--- src/rtl/counter_pkg.sv ---
// Shared types for the programmable up/down counter family: run-mode encoding
// and direction constants.
package counter_pkg;

    typedef enum logic [1:0] {
        MODE_WRAP    = 2'b00,
        MODE_SAT     = 2'b01,
        MODE_ONESHOT = 2'b10,
        MODE_RSVD    = 2'b11
    } cnt_mode_e;

    localparam logic CNT_UP   = 1'b1;
    localparam logic CNT_DOWN = 1'b0;

endpackage

--- src/rtl/prog_updown_counter.sv ---
// Load/up-down counter with programmable limit, wrap/saturate/one-shot modes,
// a registered terminal-count pulse and sticky overflow/underflow/done flags.
module prog_updown_counter
    import counter_pkg::*;
#(
    parameter int          WIDTH       = 4,
    parameter int unsigned RESET_VALUE = 0
) (
    input  logic             clk,
    input  logic             rst,
    input  logic             load_n,
    input  logic [WIDTH-1:0] data_load,
    input  logic             ce,
    input  logic             up_down,
    input  cnt_mode_e        mode,
    input  logic [WIDTH-1:0] limit,
    input  logic             clr_flags,
    output logic [WIDTH-1:0] count_out,
    output logic             max_count,
    output logic             zero,
    output logic             tc,
    output logic             ovf,
    output logic             unf,
    output logic             done
);

    logic [WIDTH-1:0] count_next;
    logic             tc_next;
    logic             ovf_next;
    logic             unf_next;
    logic             done_next;

    assign max_count = (count_out >= limit);
    assign zero      = (count_out == '0);

    // Flag clears are applied first so that any set event below overrides them.
    always_comb begin
        count_next = count_out;
        tc_next    = 1'b0;
        ovf_next   = ovf  & ~clr_flags;
        unf_next   = unf  & ~clr_flags;
        done_next  = done & ~clr_flags;

        if (!load_n) begin
            count_next = (data_load > limit) ? limit : data_load;
            done_next  = 1'b0;
        end else if (ce && !done) begin
            if (up_down == CNT_UP) begin
                if (count_out < limit) begin
                    count_next = count_out + WIDTH'(1);
                end else begin
                    tc_next = 1'b1;
                    case (mode)
                        MODE_SAT: begin
                            count_next = limit;
                            ovf_next   = 1'b1;
                        end
                        MODE_ONESHOT: begin
                            count_next = limit;
                            done_next  = 1'b1;
                        end
                        default: begin
                            count_next = '0;
                            ovf_next   = 1'b1;
                        end
                    endcase
                end
            end else begin
                if (count_out == '0) begin
                    tc_next = 1'b1;
                    case (mode)
                        MODE_SAT:     unf_next  = 1'b1;
                        MODE_ONESHOT: done_next = 1'b1;
                        default: begin
                            count_next = limit;
                            unf_next   = 1'b1;
                        end
                    endcase
                end else if (count_out > limit) begin
                    // A count stranded above a lowered limit snaps back into range.
                    count_next = limit;
                end else begin
                    count_next = count_out - WIDTH'(1);
                end
            end
        end
    end

    always_ff @(posedge clk) begin
        if (rst) begin
            count_out <= WIDTH'(RESET_VALUE);
            tc        <= 1'b0;
            ovf       <= 1'b0;
            unf       <= 1'b0;
            done      <= 1'b0;
        end else begin
            count_out <= count_next;
            tc        <= tc_next;
            ovf       <= ovf_next;
            unf       <= unf_next;
            done      <= done_next;
        end
    end

endmodule

--- config.mk ---
export PLATFORM = sky130hd
export DESIGN_NAME = prog_updown_counter
export DESIGN_NICKNAME = d
export VERILOG_FILES = /design/src/rtl/counter_pkg.sv /design/src/rtl/prog_updown_counter.sv
export SDC_FILE = /design/constraint.sdc
export NUM_CORES = 1
export LEC_CHECK = 0
export CORE_UTILIZATION = 30
export CTS_CLUSTER_DIAMETER = 100
export DETAILED_ROUTE_END_ITERATION = 8
export GPL_ROUTABILITY_DRIVEN = 0
export HOLD_SLACK_MARGIN = 0.03
export PLACE_DENSITY = 0.59
export SYNTH_ARGS = -nofsm -noshare
export SYNTH_HDL_FRONTEND = slang
export SYNTH_SLANG_ARGS = --single-unit
--- constraint.sdc ---
create_clock -name clk -period 4.4 [get_ports clk]
set_input_delay 0.66 -clock clk [delete_from_list [all_inputs] [get_ports clk]]
set_output_delay 0.66 -clock clk [all_outputs]
set_load 0.01 [all_outputs]
# ---- Word-level counts from Yosys, hierarchy flattened
# Cells that the tools add are included.
# W data, S select, Z words.
dict set report totals {
  reg_bits 8
  input_bits 16
  out_inout_bits 10
  wordCells 55
}
dict set report op_classes {
  addsub 2
  n_lt_le_gt_ge 4
  eq_ne 4
  muxes 27
  bitwise 6
  reduce_logical 7
}
# operator n
set ops {}
lappend ops {{$mux W4} 9}
lappend ops {{$mux W1} 18}
lappend ops {{$gt A4 B4 Y1} 2}
lappend ops {{$add A4 B1 Y4 const B} 1}
lappend ops {{$ge A4 B4 Y1} 1}
lappend ops {{$logic_not A4 Y1} 1}
lappend ops {{$lt A4 B4 Y1} 1}
lappend ops {{$ne A4 B4 Y1 const B} 1}
lappend ops {{$reduce_or A2 Y1} 2}
lappend ops {{$sub A4 B1 Y4 const B} 1}
lappend ops {{$and A1 B1 Y1} 3}
lappend ops {{$not A1 Y1} 3}
lappend ops {{$reduce_or A3 Y1} 1}
lappend ops {{$eq A2 B1 Y1 const B} 1}
lappend ops {{$eq A2 B2 Y1 const B} 1}
lappend ops {{$ne A2 B1 Y1 const B} 1}
lappend ops {{$reduce_and A2 Y1} 1}
lappend ops {{$logic_and A1 B1 Y1} 1}
lappend ops {{$logic_not A1 Y1} 1}

# ---- Longest topological paths before layout
# Gate-level depths: netlist (run 1).
dict set report depth {
  word_depth 7
  depth_mapped 7
}

# ---- Worst setup path before layout (run 1)
# OpenSTA, ideal clock, no wires.
dict set report synth_path {
  kind {input to output}
  start {in limit[1]}
  end {out max_count}
  arrival_time_ns 1.624
  required_time_ns 3.740
  path_slack_ns 2.116
  cell_stages 5
  path_buffers 0
  path_cell_list {inv_1 > ha_1 > nor2b_1 > o211ai_2 > nand3_1}
}
dict set report synth_via {
  elab_chain_len 1
}
# element line_no
set synth_rtl {}
lappend synth_rtl {{from (decl)} prog_updown_counter.sv:16} ;# input logic [WIDTH-1:0] limit,
lappend synth_rtl {{$ge A4 B4 Y1} prog_updown_counter.sv:33} ;# assign max_count = (count_out >= limit);
lappend synth_rtl {{to (decl)} prog_updown_counter.sv:19} ;# output logic max_count,
# Every way passes these cells.

# ---- Final worst setup path (run 1)
dict set report layout_path {
  start {in limit[3]}
  end {out max_count}
}
# Same word-level chain as after synthesis.

==> flow_summary.ini, run 1 <==
[critical_path]
r2r_cells = 5
crit_type = input port to primary output
r2r_start = count_out[3]$_SDFFE_PP0P_
crit_buf_inv = 3
r2r_slack_ps = 2230
regToRegEndpoint = count_out[0]$_SDFFE_PP0P_
crit_required_ps = 3740
crit_path_start_kind = input port
critPathMostFrequentCell = clkdlybuf4s50_1
worst_path_largest_cell_delay_ps = 520
end_kind = primary output
crit_family = buffers and inverters
cp_slowest_cell = clkdlybuf4s50_1
path_max_fanout = 8
crit_arrival_ps = 2760
path_cells = clkdlybuf4s50_1, inv_1, ha_1, a21oi_1, nand3_1, clkdlybuf4s50_1

[sta]
finClkSkew_ps = 3.11
hold_viol = 0
slew_viol_final = 0
period_needed_ps = 3420
tns_ps = 0
worst_pin_slew_ps = 572
rsz0062_at_grt = no
min_period_over_period_pct = 77.7
fin_worst_hold_slack_ps = 503
relSlewSlack_pct = 61.9
setup_viol_count_final = 0
fmax_ghz = 0.292

[place]
dp_hpwl_um = 2120
portBuffers = 25

[floorplan]
coreArea_um2 = 2850
placementRows = 19
num_io_pins = 26
fp.dieH_um = 57.9
fp.dieW_um = 57.9
dieArea_um2 = 3350
start_util_pct = 32.9

[clock_tree]
cts_hold_buf = 0
clk-insertion-delay-late_ps = 250
htreeDepth = 1
tritoncts = yes
post_cts_buffers = 0
numClockSinks = 8
cts_buffers = 3
cts-resized-gates = 0
cts-root-buf = clkbuf_4
cts.path.max_buffers = 2
clk_pin_slew_ps = 50

[yosys]
yosysUniqueCellTypes = 43
yosysSeqAreaShare_pct = 17.1
postSynth.asyncResetShare_pct = 0
yosys_warnings = 0
syn_area_um2 = 937
synth_edf_count = 0
synth_ff_type = dfxtp_1
avgSynthCellArea_um2 = 8.29
syn_nets = 141
ys_ff_latch = 8
synthCells = 113

[global_routing]
grt_util_met1_pct = 23.1
grt-ovfl-total = 0
grtUsageTotal_pct = 16.8
antenna_found_initial = 0
gr-usage-met2_pct = 25.5
grt_max_degree = 16
use_met3_pct = 4.46
grt_pass1_vias = 978
grt_pass1_wl_um = 4380
grt-busiest-layer = met2

[detailed_routing]
drtIter0Drc = 44
vias_per_cell = 5.82
drtAntennaViolNets = 0
drc = 1
vias = 989
drt-wirelength-per-cell_um = 15.3
wirelength_um = 2600
dr.pass1.iters = 6

[power]
clock_power_share_pct = 17.5
swShare_pct = 38.9
power_frac_seq_pct = 29.1
power_frac_comb_pct = 53.4
power.leakage_nw = 0.527
p_switching_mw = 0.121
powerDensity_nw_per_um2 = 251
irDropWorstVdd_v = 0.000125
p_int_mw = 0.190

[layout]
final_core_util_pct = 43.2
layout.nets = 169
drive_gt1_share_pct = 8.63
n_antenna_cell = 0
layout_common_cells = 25 x clkdlybuf4s50_1, 12 x inv_1, 12 x ha_1
layout_commonest_cell = clkdlybuf4s50_1
synthToLayoutAreaGrowth_pct = 31.6

[hold_path]
hp-class = flop to flop
hp-start = ovf$_SDFF_PP0_
min_to = ovf$_SDFF_PP0_
worstHoldPathCells = 2

[status]
status = finished with violations
violations = DRC

[flow_run]
drv_cap = 0
## cell families (layout without fill, tap and decap cells)
logic type	count (synthesis)	after routing	share of synthesized area, %
and+or+nand+nor	37	37	22.0
AOI/OAI and AO/OA	34	34	29.4
buffers and inverters	14	40	6.41
adders and majority gates	12	12	16.0
DFF	8	8	17.1
xor gates and xnor gates	4	4	3.74
muxes	4	4	5.34
## Yosys cell counts, types with 2 or more instances
cell type	n	area share (%)
a21o_1	3	2.4
a21oi_1	4	2.1
a211oi_1	5	4.0
o2111ai_1	3	2.8
nor3_1	3	1.6
nor2_1	11	4.4
nand3_1	5	2.7
mux2i_1	2	2.1
nand2_1	3	1.2
o211ai_1	2	1.6
or3_1	2	1.3
dfxtp_1	8	17
nor2b_1	2	1.3
nand4_1	2	1.3
a32oi_1	2	1.9
inv_1	12	4.8
a31oi_1	3	2.0
ha_1	12	16
mux2_4	2	3.2
xnor2_1	3	2.8
o21ai_0	2	1.1
## cell type report
cell class,count,area [µm²]
clock buffers,3,22.5
well taps,31,38.8
inverters,12,45.0
fillers,291,1620
multi-input cells,91,717
repair buffers,25,250
flip-flops and latches,8,160
## metrics by stage
step	instances	worst slack, ps	power, mW	instance area, µm²
2_1_floorplan	113	2120	0.195	937
3_3_place_gp	167	1070	0.256	1210
3_5_place_dp	167	1030	0.255	1210
4_1_cts	170	1010	0.312	1230
5_1_grt	170	865	0.337	1230
6_report	170	980	0.310	1230
## power groups by stage
stage	sequential (mW)	clock (mW)	combinational (mW)
floorplan	0.0890	0	0.106
global placement	0.0920	0	0.164
detailed placement	0.0918	0	0.163
CTS	0.0901	0.0580	0.164
global route	0.0910	0.0635	0.182
finish	0.0903	0.0543	0.166
## metal layers
metal / vias up / share of wire (%)
li1: 490 / -
met5: - / 0
met2: 46 / 44
met4: 0 / 0.31
met1: 451 / 48
met3: 2 / 7.5
## state kept, by name, indices dropped and copies added (netlist names)
name       count
done           1
ovf            1
count_out      4
tc             1
unf            1
## worst reg2reg max path: stages, from the launching register on
cell      delay [ps]
dfxtp_1          530
ha_1             370
a21oi_1          490
a21oi_1          180
o311ai_0         330
o221a_1          230
## worst max-delay path by stage
stage,startpoint,to,slack [ps],depth (start not counted)
after floorplan,limit[1],max_count,2120,5
after global placement,limit[3],max_count,1070,6
after detailed placement,limit[3],max_count,1030,6
after CTS,limit[3],max_count,1010,6
after global routing,limit[3],max_count,870,6
final,limit[3],max_count,980,6
Note: power is estimated with default switching activity, not from simulation.
==> run 2: changes to the inputs <==
--- a/config.mk
+++ b/config.mk
@@ -10,7 +10,7 @@
 export DETAILED_ROUTE_END_ITERATION = 8
 export GPL_ROUTABILITY_DRIVEN = 0
 export HOLD_SLACK_MARGIN = 0.03
-export PLACE_DENSITY = 0.59
+export PLACE_DENSITY = 0.61
 export SYNTH_ARGS = -nofsm -noshare
 export SYNTH_HDL_FRONTEND = slang
 export SYNTH_SLANG_ARGS = --single-unit
==> constraint.sdc (replaced) <==
create_clock -name clk -period 2.9 [get_ports clk]
set_input_delay 0.435 -clock clk [delete_from_list [all_inputs] [get_ports clk]]
set_output_delay 0.435 -clock clk [all_outputs]
set_load 0.01 [all_outputs]
==> run 2 against run 1 <==
  * The flow still finishes with violations (DRC)
  * Highest routed layer unchanged
  * Design area rose by 2.4%
  * Critical path depth unchanged
  * First-iteration DRC count grew 32%
  * Die area did not move
  * Routed wire length up 7.7%
  * Via count increased by 2.7%
  * Largest power group unchanged
  * Count of clock-buffer cells in the layout unchanged
==> flow_summary.ini, run 2 (synthesis gave the netlist of run 1 again) <==
[sta]
rsz0062_at_grt = no
relSlewSlack_pct = 69.9
period_needed_ps = 2720
worst_pin_slew_ps = 451
finClkSkew_ps = 12.5
slew_viol_final = 0
min_period_over_period_pct = 93.8
fmax_ghz = 0.368
setup_viol_count_final = 0
hold_viol = 0
tns_ps = 0

[floorplan]
start_util_pct = 32.9
fp.dieW_um = 57.9
placementRows = 19
fp.dieH_um = 57.9
dieArea_um2 = 3350
num_io_pins = 26
coreArea_um2 = 2850

[layout]
layout_common_cells = 25 x clkdlybuf4s50_1, 12 x inv_1, 12 x ha_1
layout.nets = 173
final_core_util_pct = 44.3
drive_gt1_share_pct = 11.2
largest_register_ffs = 4
layout_commonest_cell = clkdlybuf4s50_1
n_antenna_cell = 0
synthToLayoutAreaGrowth_pct = 34.8
final_area_um2 = 1260
n_fill_cell = 292
largest_register = count_out

[clock_tree]
cts.path.max_buffers = 2
clk-insertion-delay-late_ps = 260
tritoncts = yes
numClockSinks = 8
clk_pin_slew_ps = 50
cts-resized-gates = 0
cts-root-buf = clkbuf_4
post_cts_buffers = 0
cts_hold_buf = 0
htreeDepth = 1
cts_buffers = 3

[place]
dp_hpwl_um = 2230
portBuffers = 25
dpl_cell_area_um2 = 1240

[detailed_routing]
drtIter0Drc = 58
dr.pass1.iters = 6
drt-wirelength-per-cell_um = 16.1
vias = 1016
vias_per_cell = 5.84
drc = 2
wirelength_um = 2800
drtAntennaViolNets = 0

[global_routing]
grt_max_degree = 15
grt-ovfl-total = 0
grtUsageTotal_pct = 18.1
grt_pass1_vias = 950
grt_pass1_wl_um = 4590
antenna_found_initial = 0

[power]
irDropWorstVdd_v = 0.000257
p_switching_mw = 0.193
power_frac_comb_pct = 54.7
power.leakage_nw = 0.545
clock_power_share_pct = 18.4
swShare_pct = 39.5
p_int_mw = 0.296
total_power_mw = 0.489
power_frac_seq_pct = 26.9
powerDensity_nw_per_um2 = 387

[flow_run]
drv_cap = 0

[critical_path]
regToRegEndpoint = count_out[3]$_SDFFE_PP0P_
crit_path_start_kind = input port
crit_type = input port to primary output
crit_arrival_ps = 2280
r2r_start = count_out[3]$_SDFFE_PP0P_
crit_required_ps = 2470
path_max_fanout = 5
r2r_slack_ps = 760
r2r_cells = 6
end_kind = primary output

[status]
violations = DRC
status = finished with violations

[hold_path]
hp-class = flop to flop
worstHoldPathCells = 2
hp-start = ovf$_SDFF_PP0_
min_to = ovf$_SDFF_PP0_
==> run 2: critical path: stages <==
cell	delay (ps)
clkdlybuf4s50_1	550
inv_1	90
ha_1	380
nand4_1	190
nand3_1	110
clkdlybuf4s50_1	530
==> run 2: how the worst max path moves through the flow <==
stage	cells past startpoint	from	endpoint	slack [ps]
floorplan	7	limit[2]	count_out[0]$_SDFFE_PP0P_	850
global placement	6	limit[3]	max_count	200
detailed placement	6	limit[3]	max_count	190
CTS	6	limit[3]	max_count	180
global route	6	limit[3]	max_count	80
finish	6	limit[3]	max_count	180
==> run 2: layout make-up <==
class | count | area (µm²) | area share (%)
clock buffers | 3 | 22.5 | 1.78
inverters | 12 | 45.0 | 3.56
multi-input cells | 91 | 717 | 56.7
flip-flops and latches | 8 | 160 | 12.7
well taps | 31 | 38.8 | 3.07
repair buffers | 29 | 280 | 22.2
==> run 2: power groups by stage <==
stage               combinational (mW)  clock, mW  sequential (mW)
finish                           0.267     0.0901            0.132
floorplan                        0.161          0            0.135
CTS                              0.266     0.0933            0.131
global placement                 0.261          0            0.134
detailed placement               0.262          0            0.134
global route                     0.293     0.0985            0.133
==> run 2: layer usage <==
| layer | global-route usage (%) | part of all wire, % |
|---|---|---|
| met5 | 0 | 0 |
| met4 | 6.12 | 1.5 |
| met2 | 29.6 | 49 |
| met3 | 4.46 | 8.1 |
| met1 | 23.4 | 42 |
==> run 2: stage by stage <==
stage               cells  hold slack, ps  setup slack, ps
global placement      171             480              203
CTS                   174             505              183
detailed placement    171             479              190
finish                174             507              180
floorplan             113             507              847
global route          174             529             79.8
